==> config.mk <==
export PLATFORM = sky130hd
export DESIGN_NAME = debounce_bank
export DESIGN_NICKNAME = d
export VERILOG_FILES = /design/src/rtl/debounce_bank.sv
export SDC_FILE = /design/constraint.sdc
export NUM_CORES = 1
export LEC_CHECK = 0
export BUFFER_PORTS_ARGS = -buffer_cell sky130_fd_sc_hd__buf_2
export CORE_MARGIN = 1
export CORE_UTILIZATION = 40
export CTS_CLUSTER_DIAMETER = 60
export DETAILED_ROUTE_END_ITERATION = 16
export PLACE_DENSITY = 0.57
export SYNTH_ARGS = -nofsm -noshare
export SYNTH_HDL_FRONTEND = slang
export SYNTH_SLANG_ARGS = --single-unit
==> constraint.sdc <==
create_clock -name clk -period 2 [get_ports clk]
set_input_delay 0.2 -clock clk [delete_from_list [all_inputs] [get_ports clk]]
set_output_delay 0.2 -clock clk [all_outputs]
set_load 0.01 [all_outputs]
==> src/rtl/debounce_bank.sv <==
// -----------------------------------------------------------------------------
// debounce_bank
//   N_CH independent push-button debouncers. Each channel polarity-adjusts its
//   raw pin, passes it through a SYNC_STAGES flop synchroniser and qualifies
//   the synchronised level s with a stable-time counter in both directions.
//   The qualified level and single-cycle press/release pulses are registered.
//
// Ports
//   clk      in   1     system clock, rising edge
//   rst_n    in   1     asynchronous active-low reset
//   btn_in   in   N_CH  raw asynchronous button pins
//   btn_db   out  N_CH  debounced level, 1 = pressed
//   btn_rise out  N_CH  one-cycle pulse on btn_db 0->1
//   btn_fall out  N_CH  one-cycle pulse on btn_db 1->0
//   busy     out  N_CH  1 while the channel's stable-time counter runs
// -----------------------------------------------------------------------------
module debounce_bank #(
  parameter int N_CH        = 4,
  parameter int CNT_MAX     = 500000,
  parameter int CNT_W       = 19,
  parameter int SYNC_STAGES = 2,
  parameter bit ACTIVE_LOW  = 1'b0
) (
  input  logic            clk,
  input  logic            rst_n,
  input  logic [N_CH-1:0] btn_in,
  output logic [N_CH-1:0] btn_db,
  output logic [N_CH-1:0] btn_rise,
  output logic [N_CH-1:0] btn_fall,
  output logic [N_CH-1:0] busy
);

  typedef enum logic [1:0] {
    ST_REL   = 2'd0,
    ST_CHK_P = 2'd1,
    ST_PRS   = 2'd2,
    ST_CHK_R = 2'd3
  } state_t;

  localparam logic [CNT_W-1:0] CNT_ZERO = {CNT_W{1'b0}};
  localparam logic [CNT_W-1:0] CNT_ONE  = {{(CNT_W-1){1'b0}}, 1'b1};
  localparam logic [CNT_W-1:0] CNT_LAST = CNT_W'(CNT_MAX - 1);
  // With CNT_MAX=1 the first stable cycle already qualifies, so the
  // checking states are skipped entirely.
  localparam bit SINGLE_CYCLE = (CNT_MAX == 1);

  for (genvar g = 0; g < N_CH; g++) begin : g_ch
    logic [SYNC_STAGES-1:0] r_sync;
    state_t                 r_state;
    state_t                 w_state_nxt;
    logic [CNT_W-1:0]       r_cnt;
    logic [CNT_W-1:0]       w_cnt_nxt;
    logic                   w_s;
    logic                   w_rise_nxt;
    logic                   w_fall_nxt;
    logic                   r_db;
    logic                   r_rise;
    logic                   r_fall;
    logic                   r_busy;

    assign w_s = r_sync[SYNC_STAGES-1];

    // Synchroniser chain; resets to the released level so no pulse follows reset.
    always_ff @(posedge clk or negedge rst_n) begin
      if (!rst_n) begin
        r_sync <= {SYNC_STAGES{1'b0}};
      end else begin
        r_sync <= {r_sync[SYNC_STAGES-2:0], btn_in[g] ^ ACTIVE_LOW};
      end
    end

    // State, counter and registered outputs decoded from the next state.
    always_ff @(posedge clk or negedge rst_n) begin
      if (!rst_n) begin
        r_state <= ST_REL;
        r_cnt   <= CNT_ZERO;
        r_db    <= 1'b0;
        r_rise  <= 1'b0;
        r_fall  <= 1'b0;
        r_busy  <= 1'b0;
      end else begin
        r_state <= w_state_nxt;
        r_cnt   <= w_cnt_nxt;
        r_db    <= (w_state_nxt == ST_PRS) || (w_state_nxt == ST_CHK_R);
        r_busy  <= (w_state_nxt == ST_CHK_P) || (w_state_nxt == ST_CHK_R);
        r_rise  <= w_rise_nxt;
        r_fall  <= w_fall_nxt;
      end
    end

    // Next-state logic. The cycle in which a new level is first seen in
    // REL/PRS counts as stable cycle one, so the checking state starts at
    // cnt=1 and acceptance at cnt=CNT_MAX-1 lands SYNC_STAGES+CNT_MAX cycles
    // after the pin change. A reversal is tested before the terminal count,
    // so it wins over acceptance in the same cycle.
    always_comb begin
      w_state_nxt = r_state;
      w_cnt_nxt   = r_cnt;
      w_rise_nxt  = 1'b0;
      w_fall_nxt  = 1'b0;
      case (r_state)
        ST_REL: begin
          if (w_s) begin
            if (SINGLE_CYCLE) begin
              w_state_nxt = ST_PRS;
              w_cnt_nxt   = CNT_ZERO;
              w_rise_nxt  = 1'b1;
            end else begin
              w_state_nxt = ST_CHK_P;
              w_cnt_nxt   = CNT_ONE;
            end
          end else begin
            w_cnt_nxt = CNT_ZERO;
          end
        end
        ST_CHK_P: begin
          if (!w_s) begin
            w_state_nxt = ST_REL;
            w_cnt_nxt   = CNT_ZERO;
          end else if (r_cnt == CNT_LAST) begin
            w_state_nxt = ST_PRS;
            w_cnt_nxt   = CNT_ZERO;
            w_rise_nxt  = 1'b1;
          end else begin
            w_cnt_nxt = r_cnt + CNT_ONE;
          end
        end
        ST_PRS: begin
          if (!w_s) begin
            if (SINGLE_CYCLE) begin
              w_state_nxt = ST_REL;
              w_cnt_nxt   = CNT_ZERO;
              w_fall_nxt  = 1'b1;
            end else begin
              w_state_nxt = ST_CHK_R;
              w_cnt_nxt   = CNT_ONE;
            end
          end else begin
            w_cnt_nxt = CNT_ZERO;
          end
        end
        ST_CHK_R: begin
          if (w_s) begin
            w_state_nxt = ST_PRS;
            w_cnt_nxt   = CNT_ZERO;
          end else if (r_cnt == CNT_LAST) begin
            w_state_nxt = ST_REL;
            w_cnt_nxt   = CNT_ZERO;
            w_fall_nxt  = 1'b1;
          end else begin
            w_cnt_nxt = r_cnt + CNT_ONE;
          end
        end
        default: begin
          w_state_nxt = ST_REL;
          w_cnt_nxt   = CNT_ZERO;
        end
      endcase
    end

    assign btn_db[g]   = r_db;
    assign btn_rise[g] = r_rise;
    assign btn_fall[g] = r_fall;
    assign busy[g]     = r_busy;
  end

endmodule
==> flow_summary.toml <==
[placement]
place_hpwl_mm = 6.31
port_buffers = 21
place.gp.congestion = 0.818
place_ws_ps = 73.6

[timing]
max_slew.worst_pin.slew_ps = 522
finalWorstSetupSlack_ps = 88.5
period_needed_ps = 1910
finClkSkew_ps = 4.70
timing.fmax_ghz = 0.523
hold_violations = 0
tns_ps = 0
finalCritPeriodShare = 0.956
setup_violations = 0
drv_slew = 0
relSlewSlack = 0.652
rsz0062_at_grt = "false"

[floorplan]
start_util = 0.412
die-area_mm2 = 0.0128
die_w_um = 113
rows = 40
die_h_um = 113
ios = 22
core_area_mm2 = 0.0120

[pwr]
ir_drop_mv = 0.508
leakage_nw = 2.30
pwr_density_cell_mw_per_mm2 = 715

[layout]
finalCoreUtilization = 0.472
fin_nets = 527
fill_cells = 1109
drive_above_1_share = 0.167
num_antenna_cells = 0
area_growth_pct = 14.7

[yosys]
synthTopCellsByCount = "dfrtp_1 (104), nor2_1 (70), xnor2_1 (49), nand3_1 (27), nand4_1 (25)"
async_flop_share = 1.00
syn_avg_cell_area_um2 = 10.3
yosys.area.top_type_share = 0.526
synth-main-ff-cell = "dfrtp_1"
synth_fp_nets = 489
yosysTopAreaCell = "dfrtp_1"
synth.area.top_cells = "dfrtp_1 (53%), xnor2_1 (8.7%), nor2_1 (5.3%)"
ys_warn_count = 0
synth_cell_types = 44
synth_cells = 479
synth.most_common_cell = "dfrtp_1"
synth_edf_count = 0
synth.yosys.seq_area_share = 0.526
syn-cell-area_mm2 = 0.00495
ys_seq_elements = 104

[global_routing]
grt_pass1_wl_mm = 15.7
grt_pass1_vias = 3256
grtUsageTotal = 0.157
grt_antenna_before_repair = 0
grt_max_degree = 41
grt-ovfl-total = 0

[clock_network]
cts-buffers-inserted = 9
cts-root-buf = "clkbuf_16"
postCtsSetupBuffers = 0
clk_path_buf_depth = 2
clkTransAtPathRegs_ps = 70
clock_latency_ps = 350
cts_tree = "done"
htreeDepth = 3
cts.sinks = 104

[worst_setup_path]
crit_fanout = 4
r2r_slack_ps = 90
start_kind = "flop"
cp.required_ps = 2240
arrival_ps = 2150
critPathCaptureType = "flop"
path_class = "reg2reg"

[detailed_routing]
vias = 3424
drc_errors = 0
wl_mm = 9.03
route.antenna.remaining_nets = 0
wl_per_cell_um = 13.5
drt_iter0_drc = 192
dr.pass1.iters = 4
vias_per_cell = 5.13

[min_path]
holdCritPathClass = "reg2reg"

[outcome]
outcome = "complete, no violations"

[job]
max_cap_viol_count = 0
==> through the flow <==
stage               area, um2  hold WS [ps]  power (mW)  cells
finish                   5670           368        4.06    668
global route             5670           370        4.22    668
floorplan                4950         -95.6        2.25    479
detailed placement       5310           222        2.34    648
global placement         5310           211        2.33    648
CTS                      5660           371        4.12    668
==> per-layer routing <==
layer	vias to the layer above	global-route usage	routed length, um
met5	-	0	0
met4	0	0.0675	167
met3	11	0.0375	236
met2	33	0.249	4080
met1	1651	0.206	4540
li1	1729	-	-
==> cells by family after synthesis <==
family	count (synthesis)	synth area share
compound gates	28	0.0369
xor+xnor	62	0.110
fa+ha+maj	4	0.0101
buf+inv	48	0.0539
flops	104	0.526
mux	6	0.0144
simple gates	227	0.249
==> critical path: stages, from the launching register on <==
cell	delay (ps)
dfrtp_1	420
or4b_2	710
nor3_4	200
nand3_1	160
mux2_2	310
==> cell type report <==
| class | instances | area (um2) | area share |
|---|---|---|---|
| clock buffers | 10 | 239 | 0.0421 |
| clock inverters | 5 | 57.6 | 0.0101 |
| inverters | 18 | 67.6 | 0.0119 |
| multi-input cells | 327 | 2090 | 0.369 |
| flip-flops and latches | 104 | 2600 | 0.459 |
| well taps | 147 | 184 | 0.0324 |
| repair buffers | 57 | 428 | 0.0754 |
==> worst paths after layout <==
kind / from / endpoint / depth (start not counted)
min: g_ch[0].r_sync[0]$_DFF_PN0_ / g_ch[0].r_sync[1]$_DFF_PN0_ / 0
min in group asynchronous: rst_n / g_ch[3].r_cnt[13]$_DFF_PN0_ / 2
max in group asynchronous: rst_n / g_ch[0].r_cnt[14]$_DFF_PN0_ / 3
max reg2reg: g_ch[1].r_cnt[5]$_DFF_PN0_ / g_ch[1].r_db$_DFF_PN0_ / 4
max: g_ch[1].r_cnt[5]$_DFF_PN0_ / g_ch[1].r_db$_DFF_PN0_ / 4
min reg2reg: g_ch[0].r_sync[0]$_DFF_PN0_ / g_ch[0].r_sync[1]$_DFF_PN0_ / 0
==> power breakdown <==
group	switching [mW]	internal [mW]
Sequential	0.0234	2.13
Combinational	0.0910	0.0556
Clock	0.765	0.995
Total	0.880	3.18
==> layout by cell type (no fill, tap or decap), types with 5 or more instances in the layout <==
master / n
buf_4: 29
nor2_1: 70
buf_2: 20
dfrtp_1: 104
inv_1: 18
nand4_1: 25
nor3_1: 14
nor2b_1: 5
dlygate4sd3_1: 5
nor3b_1: 6
nor4_1: 21
a21oi_1: 10
xor2_1: 13
nand2_1: 22
clkbuf_16: 9
mux2_2: 5
nand3_1: 27
and3_1: 6
xnor2_1: 49
or3_1: 8
==> state kept, by name (all words and copies together) (netlist names) <==
signal        cells
g_ch.r_db         4
g_ch.r_rise       4
g_ch.r_busy       4
g_ch.r_state      4
g_ch.r_sync       8
g_ch.r_fall       4
g_ch.r_cnt       76
==> timing repair <==
action	4_1_cts	5_1_grt
endpoints found under the setup margin	0	3
hold buffers	5	0
resized for setup	0	3
endpoints found under the hold margin	41	0
Note: power is estimated with default switching activity, not from simulation.
